--- src/rtl/mem_bus_pkg.sv ---
// Shared types for the instruction/data memory bus arbiter.
// State encoding, requester IDs and transfer size codes.
package mem_bus_pkg;

   typedef enum logic [2:0] {
      IDLE,
      I_ADDR,
      I_DATA,
      D_ADDR,
      D_DATA
   } state_t;

   localparam logic REQ_INST = 1'b0;
   localparam logic REQ_DATA = 1'b1;

   localparam logic [1:0] SZ_BYTE = 2'd0;
   localparam logic [1:0] SZ_HALF = 2'd1;
   localparam logic [1:0] SZ_WORD = 2'd2;

endpackage

--- src/rtl/mem_bus_arbiter_pick.sv ---
// arb_pick: chooses which requester wins the bus when idle.
// ARB_ROUND_ROBIN_EN alternates winners on a tie; otherwise data wins.
module arb_pick
   import mem_bus_pkg::*;
(
   input  logic i_req,
   input  logic d_req,
   input  logic last_grant,
   output logic grant
);

   // With nobody asking, the output just echoes the previous winner.
   always_comb begin
      grant = last_grant;
`ifdef ARB_ROUND_ROBIN_EN
      if (i_req && d_req)
         grant = (last_grant == REQ_DATA) ? REQ_INST : REQ_DATA;
      else if (d_req)
         grant = REQ_DATA;
      else if (i_req)
         grant = REQ_INST;
`else
      if (d_req)
         grant = REQ_DATA;
      else if (i_req)
         grant = REQ_INST;
`endif
   end

endmodule

--- src/rtl/mem_bus_arbiter.sv ---
// Two-master (inst/data) to one-slave memory bus arbiter, one transaction
// in flight. Optional macro ARB_ROUND_ROBIN_EN selects alternating priority.
module mem_bus_arbiter
   import mem_bus_pkg::*;
#(
   parameter int AW = 32,
   parameter int DW = 32
) (
   input  logic          clk,
   input  logic          resetn,
   input  logic          i_req,
   input  logic [AW-1:0] i_addr,
   input  logic          i_uncached,
   output logic          i_addr_ok,
   output logic          i_data_ok,
   output logic [DW-1:0] i_rdata,
   input  logic          d_req,
   input  logic          d_wr,
   input  logic [1:0]    d_size,
   input  logic [AW-1:0] d_addr,
   input  logic [DW-1:0] d_wdata,
   input  logic          d_uncached,
   output logic          d_addr_ok,
   output logic          d_data_ok,
   output logic [DW-1:0] d_rdata,
   output logic          m_req,
   output logic          m_wr,
   output logic [1:0]    m_size,
   output logic [AW-1:0] m_addr,
   output logic [DW-1:0] m_wdata,
   output logic          m_uncached,
   input  logic          m_addr_ok,
   input  logic          m_data_ok,
   input  logic [DW-1:0] m_rdata
);

   state_t state, state_nx;

   logic          lat_wr;
   logic [1:0]    lat_size;
   logic [AW-1:0] lat_addr;
   logic [DW-1:0] lat_wdata;
   logic          lat_unc;

   logic last_grant;
   logic grant;
   logic take;

   assign take = resetn && (state == IDLE) && (i_req || d_req);

   arb_pick u_pick (
      .i_req      (i_req),
      .d_req      (d_req),
      .last_grant (last_grant),
      .grant      (grant)
   );

`ifdef ARB_ROUND_ROBIN_EN
   logic last_q;

   always_ff @(posedge clk) begin
      if (!resetn)
         last_q <= REQ_INST;
      else if (take)
         last_q <= grant;
   end

   assign last_grant = last_q;
`else
   assign last_grant = REQ_INST;
`endif

   always_ff @(posedge clk) begin
      if (!resetn) begin
         state     <= IDLE;
         lat_wr    <= 1'b0;
         lat_size  <= 2'd0;
         lat_addr  <= '0;
         lat_wdata <= '0;
         lat_unc   <= 1'b0;
      end else begin
         state <= state_nx;
         if (take) begin
            if (grant == REQ_DATA) begin
               lat_wr    <= d_wr;
               lat_size  <= d_size;
               lat_addr  <= d_addr;
               lat_wdata <= d_wdata;
               lat_unc   <= d_uncached;
            end else begin
               lat_wr    <= 1'b0;
               lat_size  <= SZ_WORD;
               lat_addr  <= i_addr;
               lat_wdata <= '0;
               lat_unc   <= i_uncached;
            end
         end
      end
   end

   // Everything is gated by resetn so a reset cycle shows a quiet bus.
   always_comb begin
      state_nx   = state;
      i_addr_ok  = 1'b0;
      i_data_ok  = 1'b0;
      i_rdata    = '0;
      d_addr_ok  = 1'b0;
      d_data_ok  = 1'b0;
      d_rdata    = '0;
      m_req      = 1'b0;
      m_wr       = 1'b0;
      m_size     = 2'd0;
      m_addr     = '0;
      m_wdata    = '0;
      m_uncached = 1'b0;
      if (resetn) begin
         unique case (state)
            IDLE: begin
               if (i_req || d_req) begin
                  if (grant == REQ_DATA) begin
                     d_addr_ok = 1'b1;
                     state_nx  = D_ADDR;
                  end else begin
                     i_addr_ok = 1'b1;
                     state_nx  = I_ADDR;
                  end
               end
            end
            I_ADDR, D_ADDR: begin
               m_req      = 1'b1;
               m_wr       = lat_wr;
               m_size     = lat_size;
               m_addr     = lat_addr;
               m_wdata    = lat_wdata;
               m_uncached = lat_unc;
               if (m_addr_ok)
                  state_nx = (state == I_ADDR) ? I_DATA : D_DATA;
            end
            I_DATA: begin
               if (m_data_ok) begin
                  i_data_ok = 1'b1;
                  i_rdata   = m_rdata;
                  state_nx  = IDLE;
               end
            end
            D_DATA: begin
               if (m_data_ok) begin
                  d_data_ok = 1'b1;
                  d_rdata   = lat_wr ? '0 : m_rdata;
                  state_nx  = IDLE;
               end
            end
            default: state_nx = IDLE;
         endcase
      end
   end

endmodule

--- config.mk ---
export PLATFORM = sky130hd
export DESIGN_NAME = mem_bus_arbiter
export DESIGN_NICKNAME = d
export VERILOG_FILES = /design/src/rtl/mem_bus_pkg.sv /design/src/rtl/mem_bus_arbiter_pick.sv /design/src/rtl/mem_bus_arbiter.sv
export SDC_FILE = /design/constraint.sdc
export NUM_CORES = 1
export LEC_CHECK = 0
export ABC_AREA = 1
export ABC_CLOCK_PERIOD_IN_PS = 1800
export BUFFER_PORTS_ARGS = -buffer_cell sky130_fd_sc_hd__clkbuf_2
export CAP_MARGIN = 30
export CELL_PAD_IN_SITES_DETAIL_PLACEMENT = 1
export CELL_PAD_IN_SITES_GLOBAL_PLACEMENT = 1
export CORE_MARGIN = 3
export CORE_UTILIZATION = 27
export DETAILED_ROUTE_END_ITERATION = 10
export GPL_TIMING_DRIVEN = 0
export PLACE_DENSITY_LB_ADDON = 0.3
export SLEW_MARGIN = 30
export SYNTH_ARGS = -nofsm -noshare
export SYNTH_HDL_FRONTEND = slang
export SYNTH_SLANG_ARGS = --single-unit
--- constraint.sdc ---
create_clock -name clk -period 1.8 [get_ports clk]
set_clock_uncertainty 0.1 [all_clocks]
set_input_delay 0.36 -clock clk [delete_from_list [all_inputs] [get_ports clk]]
set_output_delay 0.36 -clock clk [all_outputs]
set_load 0.05 [all_outputs]
After elaboration in Yosys (flattened, before gate mapping)
Index checks and enable logic that the tools add are counted.

storage, ports and cells
  input bits = 139
  bits in registers = 71
  word-level logic and storage cells = 64

cells by class
  mux-type cells = 44
  equal/unequal tests = 7
  reduce and logical (&&, ||, !) cells = 7

operator list
  cell                number
  $mux 32             13
  $mux 1              22
  $mux 3              4
  $pmux 3 s3          1
  $mux 2              4
  $eq 3x2->1 const B  2
  $ne 2x1->1 const B  2
  $reduce_or 2->1     2
  $eq 3x1->1 const B  1
  $eq 3x3->1 const B  1
  $logic_not 3->1     1
  $reduce_and 3->1    1
  $logic_and 1x1->1   2
  $ne 2x2->1 const B  1
  $logic_or 1x1->1    1

Depth between registers and ports, before layout
Gate-level depths: netlist of the first run.

  depth after elaboration = 5
  mapped depth = 9

By module
A second synthesis of the first run with hierarchy kept.

second synthesis, totals
  cells, all modules = 698
  area total of the unflattened synthesis = 4,106.4 um^2

by module, submodules not included
  module           cells an instance  instances  area an instance (um^2)
  mem_bus_arbiter  694                1          4,091.4
  arb_pick         4                  1          15.0

Worst setup path before layout of the first run
No wires, ideal clock.

  kind = reg-to-output
  start = register state[1]
  end = output d_rdata[11]
  cell stages (with the launch flop) = 7
  required time = 1.340 ns
  arrival time = 2.292 ns
  setup slack = -0.952 ns
  path through = dfxtp_1 nor2_4 nand2_1 nor3_2 nand2_2 buf_6 nor2_1

between the ends
  longest elaborated chain between the ends = 3

ends and longest elaborated chain
  element                 RTL line                source
  start, declared         mem_bus_arbiter.sv:37   state_t state, state_nx;
  start signal, assigned  mem_bus_arbiter.sv:82   state <= state_nx;
  $eq 3x3->1              mem_bus_arbiter.sv:117  unique case (state)
  $mux 32                 mem_bus_arbiter.sv:117
  $mux 32                 mem_bus_arbiter.sv:116  if (resetn) begin
  end, declared           mem_bus_arbiter.sv:25   output logic [DW-1:0] d_rdata,

No other way between the ends.

Worst setup path after layout of the first run
  start = register state[1]
  end = output d_rdata[5]

The elaborated chain is that of the path after synthesis.

==> metrics.yaml, run 1 <==
grt:
  gr-usage-all-layers: 0.2273
  global_route.overflow_total: 0
  grt_pass1_vias: 5766
  grt_start_max_net_pins: 14
  antenna_found_initial: 0
  grt_pass1_wl_um: 30270
placement:
  place_ws_ns: -0.5631
  io_buffers: 274
  instance_area_after_placement_sq_um: 6644
  routabilityCongestion: 0.7772
  placed_cells: 1162
  hpwlAfterDp_um: 13870
route:
  drcViolationCount: 0
  dr_total_vias: 5522
  antenna_left: 0
  drt_pre_antenna_iters: 4
  wirelength_um: 19910
  route.detailed.wl_per_inst_um: 16.68
  drt_iter0_drc: 160
  avgViaCountPerCell: 4.625
job:
  maxCapViolCount: 0
sta:
  final-max-slew-violation-count: 0
  timing.final.hold_violations: 0
  worst-slew-pin-transition_ns: 0.6394
  rsz_0062_raised_after_global_routing: "true"
  maxClockFrequency_mhz: 458.3
  report.final.setup_viol: 136
  max-slew-margin-rel: 0.5738
  timing.final.crit_share: 1.212
  layout_min_cycle_time_ns: 2.182
  hold-worst-slack_ns: 0.1581
  final.setup.worst_slack_ns: -0.3818
layout:
  layout.cell_area.non_filler_sq_um: 8541
  syn_to_final_growth_pct: 106.0
  fillCellCount: 1817
  post_layout_nonfiller_instances: 1194
  final_layout_size_suffix_gt1_frac: 0.5188
  antenna_cells_inserted: 0
  most-common-layout-cells: "234 x sky130_fd_sc_hd__nand2_1, 140 x sky130_fd_sc_hd__clkbuf_2, 103 x sky130_fd_sc_hd__nor2_4, 88 x sky130_fd_sc_hd__buf_8, 73 x sky130_fd_sc_hd__nor2_1"
  mostFrequentLayoutCell: "sky130_fd_sc_hd__nand2_1"
  net_count_reported_at_finish: 1144
synthesis:
  ys_warn_count: 0
  synth.distinct_cells: 23
  area_fraction_of_the_dominant_cell_type_after_synthesis: 0.3429
  yosys.area.top_type: "sky130_fd_sc_hd__dfxtp_1"
  synth_area_leaders: "sky130_fd_sc_hd__dfxtp_1 34%, sky130_fd_sc_hd__nand2_1 21%, sky130_fd_sc_hd__nor2_1 18%"
  postSynthRegisterBits: 71
  post_synth_instance_area_sq_um: 4145
  synth-seq-area-share: 0.3429
  gate_count_after_technology_mapping: 704
  synth.net_count: 843
  syn_area_per_cell_sq_um: 5.888
cts:
  holdBufCountCts: 0
  cts_tree: "done"
  worstSkewPairLatency_ns: 0.33
  cts_made_buffers: 9
  htree_levels: 3
  path_clk_slew_ns: 0.06
  clock_tree.buffer_depth: 2
  clockRootBuffer: "sky130_fd_sc_hd__clkbuf_16"
  cts.sinks: 71
floorplan:
  row_count: 44
  die_h_um: 129.9
  design.core.area_sq_um: 14750
  initial_core_util: 0.2810
  io_pins: 276
  die_area_sq_um: 16880
  fp.dieW_um: 129.9
worst_setup_path:
  critPathSlowestCell: "sky130_fd_sc_hd__dfxtp_4"
  critical-path-max-stage-delay_ns: 0.36
  setup.reg_to_reg.worst_slack_ns: 0.16
  worst-path-stages: 7
  startpoint: "state[1]"
  wp_data_arrival_ns: 1.72
  critical-path-top-cell-by-count: "sky130_fd_sc_hd__nor2_4"
  timing.critical_path.fanout_max: 10
  cells_along_the_critical_path: "nor2_4, nand2_2, nor3_4, nand2_4, buf_12, nor2_4, buf_8"
  critical-path-top-delay-family: "simple AND/OR/NAND/NOR gates"
  endpoint_kind: "output pin"
  timing.critical_path.required_ns: 1.34
  cp_num_buf_inv: 2
  path_class: "reg2out"
  worst_setup_path_start_kind: "flip-flop"
  worst_r2r_path_depth: 8
  regToRegStartpoint: "state[1]"
run_status:
  outcome: "finished, violations left"
  failing_checks: "negative setup slack"
power_and_ir_drop:
  power_leakage_nw: 3.799
  fin_total_pwr_w: 0.008163
  power.ir.vdd_worst_mv: 0.4609
  power_per_cell_area_nw_per_um2: 955.8
worst_hold_path:
  hold_start: "d_wdata[17]"
  hold_path_depth: 3
  class_of_the_tightest_hold_or_removal_check: "in2reg"
## power breakdown
part,switching [W],internal [W]
combinational,0.00257,0.00159
sequential,0.000238,0.00198
clock,0.000714,0.00107
## through the flow
stage | TNS [ns] | util
after floorplan | -24.38 | -
after global placement | -53.10 | 0.4503
after detailed placement | -56.25 | 0.4503
after CTS | -42.67 | 0.5677
after global routing | -54.37 | 0.5789
final | -40.66 | 0.5789
## tightest hold or removal path: stages
cell                       delay [ns]
sky130_fd_sc_hd__clkbuf_2        0.08
sky130_fd_sc_hd__nand2_1         0.05
sky130_fd_sc_hd__a21oi_1         0.05
## repair_timing
action                                  CTS  global route
cloned                                    1             0
gates resized for setup                 306            97
buffers inserted                         12             3
endpoints found under the setup margin  137           137
pin swaps                                 6             2
## Yosys cell counts
cell / n
sky130_fd_sc_hd__nand2_1: 236
sky130_fd_sc_hd__nor2_1: 198
sky130_fd_sc_hd__dfxtp_1: 71
sky130_fd_sc_hd__inv_1: 45
sky130_fd_sc_hd__o21ai_0: 32
sky130_fd_sc_hd__a21oi_1: 25
sky130_fd_sc_hd__buf_2: 17
sky130_fd_sc_hd__clkbuf_1: 16
sky130_fd_sc_hd__nand2_2: 11
sky130_fd_sc_hd__nor2_2: 11
sky130_fd_sc_hd__a21oi_2: 10
sky130_fd_sc_hd__buf_6: 8
sky130_fd_sc_hd__buf_4: 4
sky130_fd_sc_hd__nand3_1: 4
sky130_fd_sc_hd__inv_2: 3
sky130_fd_sc_hd__o21ai_1: 3
sky130_fd_sc_hd__clkbuf_2: 2
sky130_fd_sc_hd__nor2_4: 2
sky130_fd_sc_hd__nor3_2: 2
sky130_fd_sc_hd__buf_8: 1
sky130_fd_sc_hd__clkinv_2: 1
sky130_fd_sc_hd__nand2_4: 1
sky130_fd_sc_hd__nand3b_4: 1
## per-layer routing
| metal | wire length (um) | share of wire | vias to the layer above | GRT usage |
|---|---|---|---|---|
| met1 | 7430 | 0.37 | 2561 | 0.2540 |
| met5 | 0 | 0 | - | 0 |
| met2 | 10510 | 0.53 | 201 | 0.4231 |
| li1 | - | - | 2720 | - |
| met4 | 622 | 0.031 | 0 | 0.08068 |
| met3 | 1352 | 0.068 | 40 | 0.04912 |
## path summary, 6_finish.rpt
kind	endpoint
worst min-delay path	lat_wdata[17]
worst max-delay path	d_rdata[5]
worst max register to register	lat_addr[9]
worst min register to register	lat_wdata[24]
## cells by family (layout without fill, tap and decap cells)
family | Yosys count | in the layout | synth area share
buffers and inverters | 97 | 403 | 0.1147
flip-flops | 71 | 71 | 0.3429
AND/OR/NAND/NOR | 466 | 466 | 0.4488
AO/OA/AOI/OAI | 70 | 70 | 0.09357
## flip-flops by register name, summed over array words and instances (netlist names)
| name | cells |
|---|---|
| lat_addr | 32 |
| lat_wdata | 32 |
| state | 3 |
| lat_size | 2 |
| lat_unc | 1 |
| lat_wr | 1 |
## area by class of cell
type / count / area [sq um] / share of cell area
multi-input cells: 536 / 3094 / 0.3623
inverters: 49 / 196.4 / 0.02300
well taps: 184 / 230.2 / 0.02696
repair buffers: 290 / 2846 / 0.3333
plain buffers: 48 / 446.7 / 0.05230
flip-flops and latches: 71 / 1430 / 0.1674
clock inverters: 7 / 71.32 / 0.008350
clock buffers: 9 / 225.2 / 0.02637
No activity file was read; power rests on OpenSTA's default activity.
==> run 2, diff against run 1 <==
==> constraint.sdc (replaced) <==
create_clock -name clk -period 1.8 [get_ports clk]
set_clock_uncertainty 0.1 [all_clocks]
set_input_delay 0.36 -clock clk [delete_from_list [all_inputs] [get_ports clk]]
set_output_delay 0.36 -clock clk [all_outputs]
set_load 0.01 [all_outputs]
==> metrics.yaml, run 2 (synthesis gave the netlist of run 1 again) <==
cts:
  clockRootBuffer: "sky130_fd_sc_hd__clkbuf_16"
  worstSkewPairLatency_ns: 0.33  # about the same
  cts_tree: "done"
  clock_tree.buffer_depth: 2  # unchanged
  htree_levels: 3  # unchanged
  holdBufCountCts: 0  # unchanged
  cts.sinks: 71  # unchanged
  path_clk_slew_ns: 0.07  # about the same
  cts_made_buffers: 9  # unchanged
power_and_ir_drop:
  power.ir.vdd_worst_mv: 0.5355  # +16%
  power_per_cell_area_nw_per_um2: 1074  # +12%
  comb_power_share: 0.491  # -0.019
  intPower_w: 0.004715  # +1.6%
  switching_share: 0.4053  # -0.02624
  power_frac_clock: 0.216  # -0.003
  power_leakage_nw: 4.024  # +5.9%
  fin_total_pwr_w: 0.007927  # -2.9%
  p_switching_w: 0.003212  # -8.8%
  power.sequential.fraction: 0.292  # +0.021
layout:
  antenna_cells_inserted: 0  # unchanged
  final_layout_size_suffix_gt1_frac: 0.4995  # -0.01930
  syn_to_final_growth_pct: 78.06
  layout.area.seq_sq_um: 1433  # +0.17%
  multi_input_comb_area_sq_um: 2829  # -8.6%
  most-common-layout-cells: "185 x sky130_fd_sc_hd__nand2_1, 158 x sky130_fd_sc_hd__clkbuf_2, 146 x sky130_fd_sc_hd__nor2_1, 98 x sky130_fd_sc_hd__buf_2, 68 x sky130_fd_sc_hd__dfxtp_1"
  layout.cell_area.non_filler_sq_um: 7381  # -14%
  fillCellCount: 1981  # +9.0%
  net_count_reported_at_finish: 1159  # +1.3%
  final_core_area_utilization: 0.5003  # -0.07861
  layout_top_registers: "lat_addr x32, lat_wdata x32, state x3"
  mostFrequentLayoutCell: "sky130_fd_sc_hd__nand2_1"
worst_setup_path:
  wp_data_arrival_ns: 1.69  # -0.03 ns
  critPathSlowestCell: "sky130_fd_sc_hd__dfxtp_4"
  worst_setup_path_start_kind: "flip-flop"
  timing.critical_path.required_ns: 1.34  # about the same
  path_class: "reg2out"
  cells_along_the_critical_path: "nor2_4, nand2_2, nor3_4, nand2_4, buf_6, buf_12, nor2_1, buf_2"
  timing.critical_path.fanout_max: 10  # unchanged
  endpoint_kind: "output pin"
  setup.reg_to_reg.worst_slack_ns: 0.11  # -0.05 ns
  critical-path-max-stage-delay_ns: 0.37  # about the same
run_status:
  failing_checks: "negative setup slack"
  outcome: "finished, violations left"
route:
  drt_pre_antenna_iters: 4  # unchanged
  wirelength_met1_um: 7051  # -5.1%
  drcViolationCount: 0  # unchanged
  antenna_left: 0  # unchanged
  drt_iter0_drc: 160  # unchanged
  route.detailed.wl_per_inst_um: 15.88  # -4.8%
  dr_total_vias: 5499  # -0.42%
  wl_met2_um: 10290  # -2.1%
  wirelength_um: 19200  # -3.6%
  max_used_layer: "met4"
  avgViaCountPerCell: 4.548  # -1.7%
  met3RoutedLength_um: 1446  # +7.0%
placement:
  routabilityCongestion: 0.7734  # -0.49%
  io_buffers: 274  # unchanged
  hpwlAfterDp_um: 13590  # -2.0%
  instance_area_after_placement_sq_um: 5747  # -14%
worst_hold_path:
  class_of_the_tightest_hold_or_removal_check: "in2reg"
grt:
  grt_pass1_vias: 5126  # -11%
  grt_pass1_wl_um: 26060  # -14%
  grt_start_max_net_pins: 14  # unchanged
  gr-usage-all-layers: 0.1949  # -0.03238
  antenna_found_initial: 0  # unchanged
  global_route.overflow_total: 0  # unchanged
sta:
  layout_min_cycle_time_ns: 2.150  # -0.03130 ns
  final-max-slew-violation-count: 0  # unchanged
  rsz_0062_raised_after_global_routing: "true"
  hold-worst-slack_ns: 0.1652  # +0.007044 ns
  tns_ns: -32.81  # +7.851 ns
  final.setup.worst_slack_ns: -0.3505  # +0.03130 ns
  report.final.setup_viol: 137  # +0.74%
  worst-slew-pin-transition_ns: 0.6059  # -0.03349 ns
  timing.final.hold_violations: 0  # unchanged
  max-slew-margin-rel: 0.5961  # +0.02233
  timing.final.crit_share: 1.195  # -0.01739
  maxClockFrequency_mhz: 465.0  # +1.5%
floorplan:
  die_area_sq_um: 16880  # unchanged
  design.core.area_sq_um: 14750  # unchanged
  die_h_um: 129.9  # unchanged
  row_count: 44  # unchanged
  io_pins: 276  # unchanged
  initial_core_util: 0.2810  # unchanged
  fp.dieW_um: 129.9  # unchanged
job:
  maxCapViolCount: 0  # unchanged
==> run 2: cell count changes in the layout (fill, tap and decap cells not counted), moves of 18 or more <==
cell,before,now
sky130_fd_sc_hd__nor2_1,73,146
sky130_fd_sc_hd__nor2_4,103,35
sky130_fd_sc_hd__buf_2,9,98
sky130_fd_sc_hd__clkbuf_2,140,158
sky130_fd_sc_hd__buf_8,88,8
sky130_fd_sc_hd__clkbuf_8,51,1
sky130_fd_sc_hd__nand2_1,234,185
sky130_fd_sc_hd__nand2_4,2,29
sky130_fd_sc_hd__buf_6,13,51
sky130_fd_sc_hd__nand2_2,12,34
==> run 2: repair_timing <==
item | CTS | global route
pin swaps | 5 | 33
resized for setup | 48 | 353
endpoints found under the setup margin | 136 | 137
setup buffers | 17 | 10
gates cloned | 2 | 7
==> run 2: power groups by stage <==
stage | sequential, W | combinational [W] | clock (W)
3_3_place_gp | 0.00221 | 0.00254 | 0
6_report | 0.00232 | 0.00389 | 0.00171
2_1_floorplan | 0.00216 | 0.00177 | 0
5_1_grt | 0.00237 | 0.00426 | 0.00181
4_1_cts | 0.00221 | 0.00285 | 0.00176
3_5_place_dp | 0.00222 | 0.00259 | 0
==> run 2: critical path, delay by kind of cell, from the launching register on <==
kind | cells | cell delay, ns
buffers and inverters | 3 | 0.42
AND/OR/NAND/NOR | 5 | 0.57
flip-flops | 1 | 0.37
==> run 2: final cells by class <==
type | count | area share
Clock buffer | 10 | 0.03238
Multi-Input combinational cell | 536 | 0.3833
Sequential cell | 71 | 0.1941
Timing Repair Buffer | 306 | 0.2738
Inverter | 49 | 0.02611
Clock inverter | 6 | 0.005764
Tap cell | 184 | 0.03119
Buffer | 47 | 0.05340
==> run 2: worst paths after layout <==
path / endpoint / cells after the start / from
setup reg to reg: lat_addr[27] / 9 / state[1]
setup / recovery: d_rdata[30] / 8 / state[1]
hold / removal: lat_wdata[19] / 3 / d_wdata[19]
hold reg to reg: lat_wdata[2] / 2 / lat_wdata[2]
==> run 2: metrics by stage <==
step,setup WS (ns),cells
2_1_floorplan,0.07429,704
3_3_place_gp,-0.3530,1162
3_5_place_dp,-0.3678,1162
4_1_cts,-0.3803,1196
5_1_grt,-0.4430,1209
6_report,-0.3505,1209
==> run 2: per-layer routing <==
| metal | up-vias | global-route usage |
|---|---|---|
| li1 | 2743 | - |
| met1 | 2518 | 0.2154 |
| met2 | 211 | 0.3694 |
| met3 | 27 | 0.05567 |
| met4 | 0 | 0.04156 |
| met5 | - | 0 |
==> run 3, diff against run 2 <==
--- a/config.mk
+++ b/config.mk
@@ -15,6 +15,7 @@
 export CORE_UTILIZATION = 27
 export DETAILED_ROUTE_END_ITERATION = 10
 export GPL_TIMING_DRIVEN = 0
+export MAX_ROUTING_LAYER = met4
 export PLACE_DENSITY_LB_ADDON = 0.3
 export SLEW_MARGIN = 30
 export SYNTH_ARGS = -nofsm -noshare
==> constraint.sdc (replaced) <==
create_clock -name clk -period 1.8 [get_ports clk]
set_clock_uncertainty 0.1 [all_clocks]
set_input_delay 0.18 -clock clk [delete_from_list [all_inputs] [get_ports clk]]
set_output_delay 0.18 -clock clk [all_outputs]
set_load 0.01 [all_outputs]
==> metrics.yaml, run 3 (synthesis gave the netlist of run 1 again) <==
run_status:
  outcome: "finished, violations left"
  failing_checks: "negative setup slack"
route:
  drt_iter0_drc: 234  # +46%
  drcViolationCount: 0  # unchanged
  antenna_left: 0  # unchanged
  route.detailed.wl_per_inst_um: 17.35  # +9.3%
  avgViaCountPerCell: 4.637  # +2.0%
  drt_pre_antenna_iters: 4  # unchanged
  wirelength_um: 21430  # +12%
  dr_total_vias: 5727  # +4.1%
layout:
  post_layout_nonfiller_instances: 1235  # +2.2%
  final_layout_size_suffix_gt1_frac: 0.4795  # -0.01997
  layout.cell_area.non_filler_sq_um: 7617  # +3.2%
  net_count_reported_at_finish: 1185  # +2.2%
  syn_to_final_growth_pct: 83.76
  layout_top_registers: "lat_addr x32, lat_wdata x32, state x3"
  antenna_cells_inserted: 0  # unchanged
  most-common-layout-cells: "186 x sky130_fd_sc_hd__nand2_1, 180 x sky130_fd_sc_hd__clkbuf_2, 151 x sky130_fd_sc_hd__nor2_1, 75 x sky130_fd_sc_hd__buf_2, 68 x sky130_fd_sc_hd__dfxtp_1"
  mostFrequentLayoutCell: "sky130_fd_sc_hd__nand2_1"
sta:
  final-max-slew-violation-count: 0  # unchanged
  maxClockFrequency_mhz: 505.3  # +8.7%
  timing.final.crit_share: 1.099  # -0.09528
  report.final.setup_viol: 126  # -8.0%
  rsz_0062_raised_after_global_routing: "true"
  layout_min_cycle_time_ns: 1.979  # -0.1715 ns
  worst-slew-pin-transition_ns: 0.6009  # -0.004954 ns
  timing.final.hold_violations: 0  # unchanged
  max-slew-margin-rel: 0.5994  # +0.003303
  final.setup.worst_slack_ns: -0.1790  # +0.1715 ns
grt:
  met3_track_demand_over_resource: 0.05772  # +0.002047
  antenna_found_initial: 0  # unchanged
  global_route.overflow_total: 0  # unchanged
  grt_pass1_vias: 5464  # +6.6%
  top_usage_layer: "met2"
  grt_use_met1: 0.2383  # +0.02284
  grt_start_max_net_pins: 14  # unchanged
  gr-usage-all-layers: 0.2177  # +0.02274
  grt_use_met2: 0.3843  # +0.01486
  grt_pass1_wl_um: 28340  # +8.7%
job:
  maxCapViolCount: 0  # unchanged
power_and_ir_drop:
  power_leakage_nw: 4.076  # +1.3%
  power.ir.vdd_worst_mv: 0.5784  # +8.0%
  power_per_cell_area_nw_per_um2: 1060  # -1.3%
cts:
  cts_made_buffers: 9  # unchanged
  cts_tree: "done"
  path_clk_slew_ns: 0.06  # about the same
  clock_tree.buffer_depth: 2  # unchanged
  worstSkewPairLatency_ns: 0.33  # about the same
  cts.sinks: 71  # unchanged
  htree_levels: 3  # unchanged
  clockRootBuffer: "sky130_fd_sc_hd__clkbuf_16"
floorplan:
  die_h_um: 129.9  # unchanged
  initial_core_util: 0.2810  # unchanged
  design.core.area_sq_um: 14750  # unchanged
  fp.dieW_um: 129.9  # unchanged
  io_pins: 276  # unchanged
  die_area_sq_um: 16880  # unchanged
  row_count: 44  # unchanged
placement:
  place_ws_ns: -0.007755  # +0.3600 ns
  routabilityCongestion: 0.7839  # +1.4%
  hpwlAfterDp_um: 13590  # unchanged
  instance_area_after_placement_sq_um: 5747  # unchanged
  placed_cells: 1162  # unchanged
  io_buffers: 274  # unchanged
worst_hold_path:
  class_of_the_tightest_hold_or_removal_check: "in2reg"
worst_setup_path:
  setup.reg_to_reg.worst_slack_ns: 0.10  # about the same
  wp_data_arrival_ns: 1.70  # about the same
  timing.critical_path.required_ns: 1.52  # +0.18 ns
  timing.critical_path.fanout_max: 5  # -5
  path_class: "reg2out"
  worst_setup_path_start_kind: "flip-flop"
  endpoint_kind: "output pin"
==> run 3: critical path, stage by stage (launching register included) <==
cell                      delay [ns]
sky130_fd_sc_hd__dfxtp_4        0.37
sky130_fd_sc_hd__nor2_4         0.13
sky130_fd_sc_hd__nand2_2        0.09
sky130_fd_sc_hd__nor3_4         0.17
sky130_fd_sc_hd__nand2_4        0.10
sky130_fd_sc_hd__buf_6          0.15
sky130_fd_sc_hd__buf_8          0.14
sky130_fd_sc_hd__nor2_4         0.11
sky130_fd_sc_hd__buf_6          0.11
==> run 3: through the flow <==
step           power [W]  setup TNS [ns]  hold WS (ns)  utilization
5_1_grt         0.008561          -23.43       0.02638       0.5163
6_report        0.008073          -12.33       0.02816       0.5163
3_5_place_dp    0.004813       -0.007755        0.3280       0.3895
4_1_cts         0.006875          -10.66      0.007165       0.4479
3_3_place_gp    0.004751               0        0.3244       0.3895
2_1_floorplan   0.003938               0        0.2271            -
==> run 3: final cells by class <==
cell class                      count  area, sq um
Multi-Input combinational cell    536         2808
Fill cell                        1972         7137
Tap cell                          184        230.2
Buffer                             47        382.9
Clock inverter                      6        42.54
Clock buffer                       10        239.0
Sequential cell                    71         1430
Timing Repair Buffer              332         2295
Inverter                           49        190.2
==> run 3: where the power goes <==
part           internal (W)  leakage, nW  switching (W)
Sequential          0.00198        0.584       0.000346
Clock              0.000977        0.135       0.000758
Combinational       0.00176         3.36        0.00225
Total               0.00472         4.08        0.00336
==> run 3: routing by layer <==
layer  vias up  wire length (um)
li1       2807                 -
met1      2614              7596
met2       260             11310
met3        46              1858
met4         0               669
met5         -                 0
==> run 3: final timing paths <==
kind                        to         from  depth (start not counted)
setup / recovery    d_rdata[1]     state[1]                          8
hold / removal    lat_wdata[7]   d_wdata[7]                          3
setup reg to reg  lat_wdata[0]     state[1]                          7
hold reg to reg    lat_size[1]  lat_size[1]                          2
==> run 3: timing repair <==
action / CTS / global route
endpoints found under the setup margin: 132 / 126
endpoints found under the hold margin: 28 / 0
cloned: 2 / 6
pin swaps: 5 / 29
gates resized for setup: 47 / 323
buffers inserted: 17 / 9
hold buffers: 28 / 0
